`config.mk`:
```
export PLATFORM = sky130hd
export DESIGN_NAME = a2d_rr_sched
export DESIGN_NICKNAME = d
export VERILOG_FILES = /design/src/rtl/a2d_rr_sched.sv
export SDC_FILE = /design/constraint.sdc
export NUM_CORES = 1
export LEC_CHECK = 0
export CORE_MARGIN = 2
export CORE_UTILIZATION = 47
export CTS_CLUSTER_SIZE = 14
export DETAILED_ROUTE_END_ITERATION = 7
export PLACE_DENSITY_LB_ADDON = 0.2
export SYNTH_ARGS = -nofsm -noshare
export SYNTH_HDL_FRONTEND = slang
export SYNTH_SLANG_ARGS = --single-unit
```
`constraint.sdc`:
```
create_clock -name clk -period 2.3 [get_ports clk]
set_clock_uncertainty 0.1 [all_clocks]
set_input_delay 0.23 -clock clk [delete_from_list [all_inputs] [get_ports clk]]
set_output_delay 0.23 -clock clk [all_outputs]
set_load 0.02 [all_outputs]
```
`src/rtl/a2d_rr_sched.sv`:
```
// ---------------------------------------------------------------------------
// a2d_rr_sched
// Round-robin conversion scheduler for the A2D path (ADC128S behind one SPI
// master). Three slots share the SPI master: slot0 left load cell, slot1
// right load cell, slot2 battery. Each nxt request runs the ADC128S
// two-transaction sequence for the current slot: the first transaction sends
// the channel, the second reads back the conversion. The 12-bit result is
// latched into the slot's register and the slot pointer advances. A WAIT
// state that sees no spi_done for TO_CYC cycles aborts and sets sticky err.
//
// Ports
//   clk, rst        system clock, asynchronous active-high reset
//   nxt             request conversion of current slot (ignored unless IDLE)
//   clr_err         clears sticky err (a new timeout in the same clk wins)
//   spi_wrt         1-clk pulse starting an SPI transaction
//   spi_cmd         {2'b00, ch, 11'h000}, held until the next spi_wrt
//   spi_done        SPI transaction complete (1-clk pulse)
//   spi_rd_data     data returned by the last SPI transaction
//   lft_ld/rght_ld/batt  latest results of slots 0/1/2
//   vld, vld_slot   1-clk pulse and slot index when a result register updates
//   busy            high in every state except IDLE
//   err             sticky transaction-timeout flag
// ---------------------------------------------------------------------------
module a2d_rr_sched #(
  parameter logic [2:0] CH_LFT  = 3'd0,
  parameter logic [2:0] CH_RGHT = 3'd4,
  parameter logic [2:0] CH_BATT = 3'd5,
  parameter int         TO_CYC  = 1024
) (
  input  logic        clk,
  input  logic        rst,
  input  logic        nxt,
  input  logic        clr_err,
  output logic        spi_wrt,
  output logic [15:0] spi_cmd,
  input  logic        spi_done,
  input  logic [15:0] spi_rd_data,
  output logic [11:0] lft_ld,
  output logic [11:0] rght_ld,
  output logic [11:0] batt,
  output logic        vld,
  output logic [1:0]  vld_slot,
  output logic        busy,
  output logic        err
);

  localparam logic [2:0] IDLE    = 3'd0;
  localparam logic [2:0] CH_WR   = 3'd1;
  localparam logic [2:0] CH_WAIT = 3'd2;
  localparam logic [2:0] GAP     = 3'd3;
  localparam logic [2:0] RD_WR   = 3'd4;
  localparam logic [2:0] RD_WAIT = 3'd5;

  // one spare bit so TO_CYC-1 is always representable
  localparam int CNT_W = $clog2(TO_CYC) + 1;
  localparam logic [CNT_W-1:0] CNT_LAST = CNT_W'(TO_CYC - 1);

  logic [2:0]       state_r;
  logic [2:0]       state_s;
  logic [1:0]       ptr_r;
  logic [CNT_W-1:0] cnt_r;
  logic             done_s;
  logic             abort_s;
  logic             cnt_exp_s;
  logic             rd_hi_unused_s;

  logic             spi_wrt_r;
  logic [15:0]      spi_cmd_r;
  logic [11:0]      lft_ld_r;
  logic [11:0]      rght_ld_r;
  logic [11:0]      batt_r;
  logic             vld_r;
  logic [1:0]       vld_slot_r;
  logic             busy_r;
  logic             err_r;

  // ADC channel served by a slot
  function automatic logic [2:0] slot_ch(input logic [1:0] slot);
    case (slot)
      2'd0:    slot_ch = CH_LFT;
      2'd1:    slot_ch = CH_RGHT;
      default: slot_ch = CH_BATT;
    endcase
  endfunction

  // upper nibble of the ADC frame carries no conversion data
  assign rd_hi_unused_s = ^spi_rd_data[15:12];
  assign cnt_exp_s      = (cnt_r == CNT_LAST);

  // next-state logic; spi_done takes priority over an expiring counter
  always_comb begin
    state_s = state_r;
    done_s  = 1'b0;
    abort_s = 1'b0;
    case (state_r)
      IDLE: begin
        if (nxt) state_s = CH_WR;
        else     state_s = IDLE;
      end
      CH_WR: state_s = CH_WAIT;
      CH_WAIT: begin
        if (spi_done) begin
          state_s = GAP;
        end else if (cnt_exp_s) begin
          state_s = IDLE;
          abort_s = 1'b1;
        end else begin
          state_s = CH_WAIT;
        end
      end
      GAP:   state_s = RD_WR;
      RD_WR: state_s = RD_WAIT;
      RD_WAIT: begin
        if (spi_done) begin
          state_s = IDLE;
          done_s  = 1'b1;
        end else if (cnt_exp_s) begin
          state_s = IDLE;
          abort_s = 1'b1;
        end else begin
          state_s = RD_WAIT;
        end
      end
      default: state_s = IDLE;
    endcase
  end

  // state register; busy tracks the state being entered so it is registered
  always_ff @(posedge clk or posedge rst) begin
    if (rst) begin
      state_r <= IDLE;
      busy_r  <= 1'b0;
    end else begin
      state_r <= state_s;
      busy_r  <= (state_s != IDLE);
    end
  end

  // timeout counter: cleared while launching, counts while waiting
  always_ff @(posedge clk or posedge rst) begin
    if (rst) begin
      cnt_r <= '0;
    end else if ((state_r == CH_WR) || (state_r == RD_WR)) begin
      cnt_r <= '0;
    end else if ((state_r == CH_WAIT) || (state_r == RD_WAIT)) begin
      cnt_r <= cnt_r + CNT_W'(1);
    end else begin
      cnt_r <= cnt_r;
    end
  end

  // SPI launch pulse and command word (command loaded once per request)
  always_ff @(posedge clk or posedge rst) begin
    if (rst) begin
      spi_wrt_r <= 1'b0;
      spi_cmd_r <= 16'h0000;
    end else begin
      spi_wrt_r <= (state_r == CH_WR) || (state_r == RD_WR);
      if ((state_r == IDLE) && nxt) spi_cmd_r <= {2'b00, slot_ch(ptr_r), 11'h000};
      else                          spi_cmd_r <= spi_cmd_r;
    end
  end

  // result capture, valid strobe and slot pointer; aborts change none of them
  always_ff @(posedge clk or posedge rst) begin
    if (rst) begin
      ptr_r      <= 2'd0;
      lft_ld_r   <= 12'h000;
      rght_ld_r  <= 12'h000;
      batt_r     <= 12'h000;
      vld_r      <= 1'b0;
      vld_slot_r <= 2'd0;
    end else begin
      vld_r <= done_s;
      if (done_s) begin
        vld_slot_r <= ptr_r;
        case (ptr_r)
          2'd0:    lft_ld_r  <= spi_rd_data[11:0];
          2'd1:    rght_ld_r <= spi_rd_data[11:0];
          default: batt_r    <= spi_rd_data[11:0];
        endcase
        ptr_r <= (ptr_r == 2'd2) ? 2'd0 : ptr_r + 2'd1;
      end else begin
        vld_slot_r <= vld_slot_r;
        ptr_r      <= ptr_r;
      end
    end
  end

  // sticky timeout flag; a new timeout beats a concurrent clear
  always_ff @(posedge clk or posedge rst) begin
    if (rst) begin
      err_r <= 1'b0;
    end else if (abort_s) begin
      err_r <= 1'b1;
    end else if (clr_err) begin
      err_r <= 1'b0;
    end else begin
      err_r <= err_r;
    end
  end

  assign spi_wrt  = spi_wrt_r;
  assign spi_cmd  = spi_cmd_r;
  assign lft_ld   = lft_ld_r;
  assign rght_ld  = rght_ld_r;
  assign batt     = batt_r;
  assign vld      = vld_r;
  assign vld_slot = vld_slot_r;
  assign busy     = busy_r;
  assign err      = err_r;

endmodule
```
==> results of run 1 <==
worst paths after layout:
check	start	to	slack [ps]	depth (start not counted)
max in group asynchronous	rst	lft_ld[9]	1610	3
worst min register to register	vld_slot[0]	vld_slot[0]	380	2
min in group clk	clr_err	err	360	2
worst max-delay path	spi_done	rght_ld[8]	370	7
worst min-delay path	rst	rght_ld[4]	200	3
worst max register to register	state_r[1]	rght_ld[8]	370	6
cell families after synthesis:
group,share of synthesized area
fa+ha+maj,0.00455
simple gates,0.116
flops,0.546
xor+xnor,0.0223
buf+inv,0.0705
mux,0.183
compound gates,0.0555
other cells,0.00136
metrics by stage:
step	util	instances	area, um2	total power (W)	setup WS (ps)
CTS	0.636	358	3550	0.00428	355
global placement	0.605	342	3370	0.00339	24.9
global route	0.636	358	3550	0.00449	284
finish	0.636	358	3550	0.00424	369
detailed placement	0.605	342	3370	0.00342	9.27
floorplan	-	224	2800	0.00267	462
placed cells by master (no fill, tap or decap), drive strengths merged, types with 3 or more instances in the layout:
cell type / count
dfrtp: 60
clkdlybuf4s50: 60
mux2: 37
nand2: 19
conb: 14
clkbuf: 10
nor2: 10
nand3: 7
a21oi: 7
inv: 7
xnor2: 6
buf: 6
clkinv: 4
o21ai: 3
critical path, delay by kind of cell:
| kind | cells | cell delay (ps) |
|---|---|---|
| and+or+nand+nor | 3 | 760 |
| muxes | 1 | 380 |
| buffers and inverters | 3 | 660 |
flip-flops by register name, indices dropped and copies added, names as in the netlist:
register	flops
batt	12
lft_ld	12
rght_ld	12
cnt_r	11
state_r	3
ptr_r	2
spi_cmd	2
vld_slot	2
busy	1
err	1
spi_wrt	1
vld	1
routing by layer:
layer  GRT usage  vias up  wire, um  part of all wire
li1            -      852         -                 -
met1       0.229      867      2350              0.46
met2       0.270       65      2410              0.47
met3      0.0438        7       312             0.061
met4      0.0661        0        72             0.014
met5           0        -         0                 0
report_power, final:
part	switching (W)	total (W)	internal, W
logic	0.000885	0.00180	0.000919
registers	0.000206	0.00159	0.00139
clock network	0.000422	0.000839	0.000418
layout make-up:
| cell class | instances | area [um2] |
|---|---|---|
| fillers | 441 | 2030 |
| flip-flops and latches | 60 | 1500 |
| multi-input cells | 137 | 1100 |
| repair buffers | 66 | 646 |
| clock buffers | 10 | 138 |
| well taps | 72 | 90.1 |
| clock inverters | 6 | 38.8 |
| inverters | 7 | 31.3 |
==> impl_metrics.tcl, run 1 <==
set metrics [dict create \
    antenna-diode-count 0 \
    nets_final 303 \
    ctsLongestPathBuffers 2 \
    cap_violations 0 \
    critPathLaunchType "primary input" \
    clk_pin_slew_worst_paths_ps 70 \
    timing.final.crit_period_ps 1930 \
    grt_max_degree 32 \
    finalWirelength_mm 5.15 \
    gp_routability_congestion 0.805 \
    ys_seq_elements 60 \
    synthDominantAreaCellType "sky130_fd_sc_hd__dfrtp_1" \
    path_class "primary input to flip-flop" \
    timing.setup.tns_ps 0 \
    design.portCount 79 \
    dieWidth_um 80.5 \
    drt_first_pass_iters 4 \
    vias 1791 \
    cts.htree.levels 3 \
    drc 0 \
    postCtsSetupRepairBufs 0 \
    synth_top_flop_cell "sky130_fd_sc_hd__dfrtp_1" \
    cp-end-kind "flip-flop" \
    cellLeakagePower_nw 1.70 \
    viasPerCell 5.00 \
    num_rows 27 \
    worst-endpoint-arrival_ps 2050 \
    io_buffer_count 60 \
    worst-path-max-fanout 13 \
    final-setup-viol-count 0 \
    cts_tree "yes" \
    synthTopCellsByCount "sky130_fd_sc_hd__dfrtp_1, sky130_fd_sc_hd__mux2_2, sky130_fd_sc_hd__mux2_4, sky130_fd_sc_hd__nand2_1, sky130_fd_sc_hd__buf_4" \
    critical_path.max_stage_delay_ps 500 \
    run_status "finished, final reports clean" \
    power_per_cell_area_mw_per_mm2 1190 \
    synth.lib_cells_used.distinct 46 \
    number_of_global_route_vias_before_repair 1741 \
    rsz0062_at_grt "no" \
    clk_root_buffer_cell "sky130_fd_sc_hd__clkbuf_8" \
    syn-cell-area_mm2 0.00275 \
    synth_top_area_share 0.546 \
    cts_num_sinks 60 \
    synth_sequential_area_ratio 0.546 \
    clock_latency_ps 320 \
    cts_inserted_buffers 9 \
    synth-warning-count 0 \
    route.antenna.remaining_nets 0 \
    timing.final.max_slew_violations 0 \
    areaGrowthSynthToFinish_pct 29.0 \
    first_pass_grt_wire_length_mm 8.45 \
    dr.first_iter.drc_count 117 \
    antenna_found_initial 0 \
    synth_async_sr_flop_share 1.00 \
    synth_enable_flop_cells 0 \
    synth.most_common_cell "sky130_fd_sc_hd__dfrtp_1" \
    cts_hold_buf 0 \
    timing.final.crit_share 0.839 \
    timing.critical_path.slowest_stage_cell "sky130_fd_sc_hd__clkdlybuf4s50_1" \
    hpwl_mm 3.63 \
    initial_cell_density_of_the_core 0.493 \
    detail_route.wl_per_cell_um 14.4 \
    final_hold_viol_count 0 \
    final_layout_size_suffix_gt1_frac 0.241 \
    vdd_drop_max_uv 764 \
    overflow 0 \
    number_of_standard_cells_after_synthesis 211 \
    hp-class "primary input to async pin" \
    timing.fmax_mhz 518 \
    fin_hold_ws_ps 201 \
    track_usage 0.172 \
    crit_required_ps 2410 \
    synth_top_cells_by_area "sky130_fd_sc_hd__dfrtp_1, sky130_fd_sc_hd__mux2_4, sky130_fd_sc_hd__mux2_2" \
    placeableCoreArea_mm2 0.00557 \
    critical_path.cell_chain "clkdlybuf4s50_1, inv_1, or3_4, inv_6, nand2_4, nor2_8, mux2_2" \
    post_cts_resized 0 \
    synth_area_per_cell_um2 13.0 \
    die_height_um 80.5 \
    die-area_mm2 0.00648 \
]
(Power assumes the default switching activity.)
==> inputs of run 2 (changes only) <==
==> constraint.sdc (replaced) <==
create_clock -name clk -period 2 [get_ports clk]
set_clock_uncertainty 0.1 [all_clocks]
set_input_delay 0.2 -clock clk [delete_from_list [all_inputs] [get_ports clk]]
set_output_delay 0.2 -clock clk [all_outputs]
set_load 0.02 [all_outputs]
==> run 2 against run 1 <==
Sequential cell count unchanged. Clock-buffer cell count is 1 higher. Final cell count rose by 1.1%. Die area did not move. Sequential power rose by 16%. Largest power group unchanged. Routed wire length up 2.7%. First-iteration DRC count is 50% lower. Total power rose by 19%. Core utilization up 1.8 points. Global-route usage grew 1.1 points. Clock power is 31% higher. Critical path depth is 2 lower.
==> impl_metrics.tcl, run 2 (synthesized netlist as in run 1, its figures left out) <==
set metrics [dict create \
    run_status "finished, final reports clean" \
    clk_pin_slew_worst_paths_ps 70 \
    clock_latency_ps 330 \
    num_rows 27 \
    cts_hold_buf 0 \
    vias 1799 \
    dr.first_iter.drc_count 59 \
    dieWidth_um 80.5 \
    cts.htree.levels 3 \
    crit-reg2reg-launch "state_r[2]" \
    hpwl_mm 3.78 \
    ctsLongestPathBuffers 2 \
    first_pass_grt_wire_length_mm 8.74 \
    cts_num_sinks 60 \
    crit_required_ps 2150 \
    detail_route.wl_per_cell_um 14.6 \
    route.antenna.remaining_nets 0 \
    design.portCount 79 \
    postCtsSetupRepairBufs 0 \
    post_cts_resized 0 \
    antenna_found_initial 0 \
    placeableCoreArea_mm2 0.00557 \
    critical_path_depth 5 \
    io_buffer_count 60 \
    antenna-diode-count 0 \
    crit_end "cnt_r[9]" \
    areaGrowthSynthToFinish_pct 32.6 \
    drt_first_pass_iters 4 \
    worst-path-max-fanout 11 \
    gp_routability_congestion 0.828 \
    number_of_global_route_vias_before_repair 1773 \
    timing.final.max_slew_violations 0 \
    nets_final 308 \
    crit_buf_inv 1 \
    cap_violations 0 \
    timing.critical_path.slowest_stage_cell "sky130_fd_sc_hd__or4_1" \
    die_height_um 80.5 \
    fin_hold_ws_ps 45.8 \
    initial_cell_density_of_the_core 0.493 \
    cellLeakagePower_nw 1.76 \
    timing.reg2reg.worst_path_depth 5 \
    p_total_w 0.00502 \
    vdd_drop_max_uv 762 \
    timing.fmax_mhz 532 \
    power_per_cell_area_mw_per_mm2 1380 \
    worst-endpoint-arrival_ps 2030 \
    regToRegSetupSlack_ps 120 \
    most-common-layout-cells "sky130_fd_sc_hd__dfrtp_1, sky130_fd_sc_hd__clkdlybuf4s50_1, sky130_fd_sc_hd__mux2_2, sky130_fd_sc_hd__mux2_4, sky130_fd_sc_hd__nand2_1" \
    drc 0 \
    critical_path.reg2reg.endpoint "cnt_r[9]" \
    critPathLaunch "state_r[2]" \
    viasPerCell 4.97 \
    timing.final.crit_share 0.939 \
    critical_path.cell_chain "buf_4, o21ai_0, nand2_1, or4_1, a21oi_1" \
    cts_tree "yes" \
    clk_root_buffer_cell "sky130_fd_sc_hd__clkbuf_8" \
    critPathLaunchType "flip-flop" \
    critical_path.max_stage_delay_ps 490 \
    final_hold_viol_count 0 \
    die-area_mm2 0.00648 \
    cp-end-kind "flip-flop" \
    grt_max_degree 30 \
    timing.critical_path.max_delay_family "simple AND/OR/NAND/NOR gates" \
    timing.final.crit_period_ps 1880 \
    hp-class "primary input to async pin" \
    track_usage 0.183 \
    path_class "flip-flop to flip-flop" \
    final-setup-viol-count 0 \
    cts_inserted_buffers 9 \
    finalWirelength_mm 5.29 \
    overflow 0 \
    final_layout_size_suffix_gt1_frac 0.252 \
    rsz0062_at_grt "no" \
]
run 2: cell count changes in the layout (fill, tap and decap cells not counted):
cell / delta
sky130_fd_sc_hd__clkinvlp_4: -2
sky130_fd_sc_hd__buf_4: +2
sky130_fd_sc_hd__bufinv_16: +1
sky130_fd_sc_hd__clkbuf_8: +1
sky130_fd_sc_hd__buf_12: +3
sky130_fd_sc_hd__clkinv_2: -1
sky130_fd_sc_hd__clkinv_4: +1
sky130_fd_sc_hd__inv_6: -1
run 2: where the power goes:
| group | leakage [nW] | internal (W) | total, W | switching (W) |
|---|---|---|---|---|
| registers | 0.807 | 0.00160 | 0.00184 | 0.000241 |
| logic | 0.844 | 0.00107 | 0.00209 | 0.00102 |
| clock network | 0.105 | 0.000634 | 0.00110 | 0.000462 |
run 2: per-layer routing:
layer	global-route usage	wire (um)	share of wire
met2	0.263	2420	0.46
met4	0.102	101	0.019
met5	0	0	0
met3	0.0427	260	0.049
met1	0.255	2500	0.47
run 2: metrics by stage:
step | instance area, um2 | worst slack (ps) | TNS, ps | instances | utilization
after CTS | 3650 | 125 | 0 | 362 | 0.654
after global placement | 3450 | -124 | -2090 | 347 | 0.618
after global routing | 3650 | 33.9 | 0 | 362 | 0.654
final | 3650 | 121 | 0 | 362 | 0.654
after detailed placement | 3450 | -155 | -2890 | 347 | 0.618
after floorplan | 2800 | 162 | 0 | 224 | -
run 2: worst min path at each step:
stage / endpoint / depth (start not counted) / slack [ps] / startpoint
2_1_floorplan: err / 1 / 200 / clr_err
3_3_place_gp: vld_slot[0] / 2 / 370 / vld_slot[0]
3_5_place_dp: vld_slot[0] / 2 / 370 / vld_slot[0]
4_1_cts: cnt_r[10] / 2 / 50 / rst
5_1_grt: cnt_r[10] / 2 / 70 / rst
6_report: cnt_r[10] / 2 / 50 / rst
run 2: cell type report:
cell class              instances  area (um2)
fillers                       446        1930
flip-flops and latches         60        1500
multi-input cells             137        1100
repair buffers                 71         721
clock buffers                  11         151
well taps                      72        90.1
clock inverters                 4        48.8
inverters                       7        31.3
run 2: worst register-to-register path: stages, from the launching register on:
cell                      delay, ps
sky130_fd_sc_hd__dfrtp_1        380
sky130_fd_sc_hd__buf_4          170
sky130_fd_sc_hd__o21ai_0        340
sky130_fd_sc_hd__nand2_1        160
sky130_fd_sc_hd__or4_1          490
sky130_fd_sc_hd__a21oi_1        160
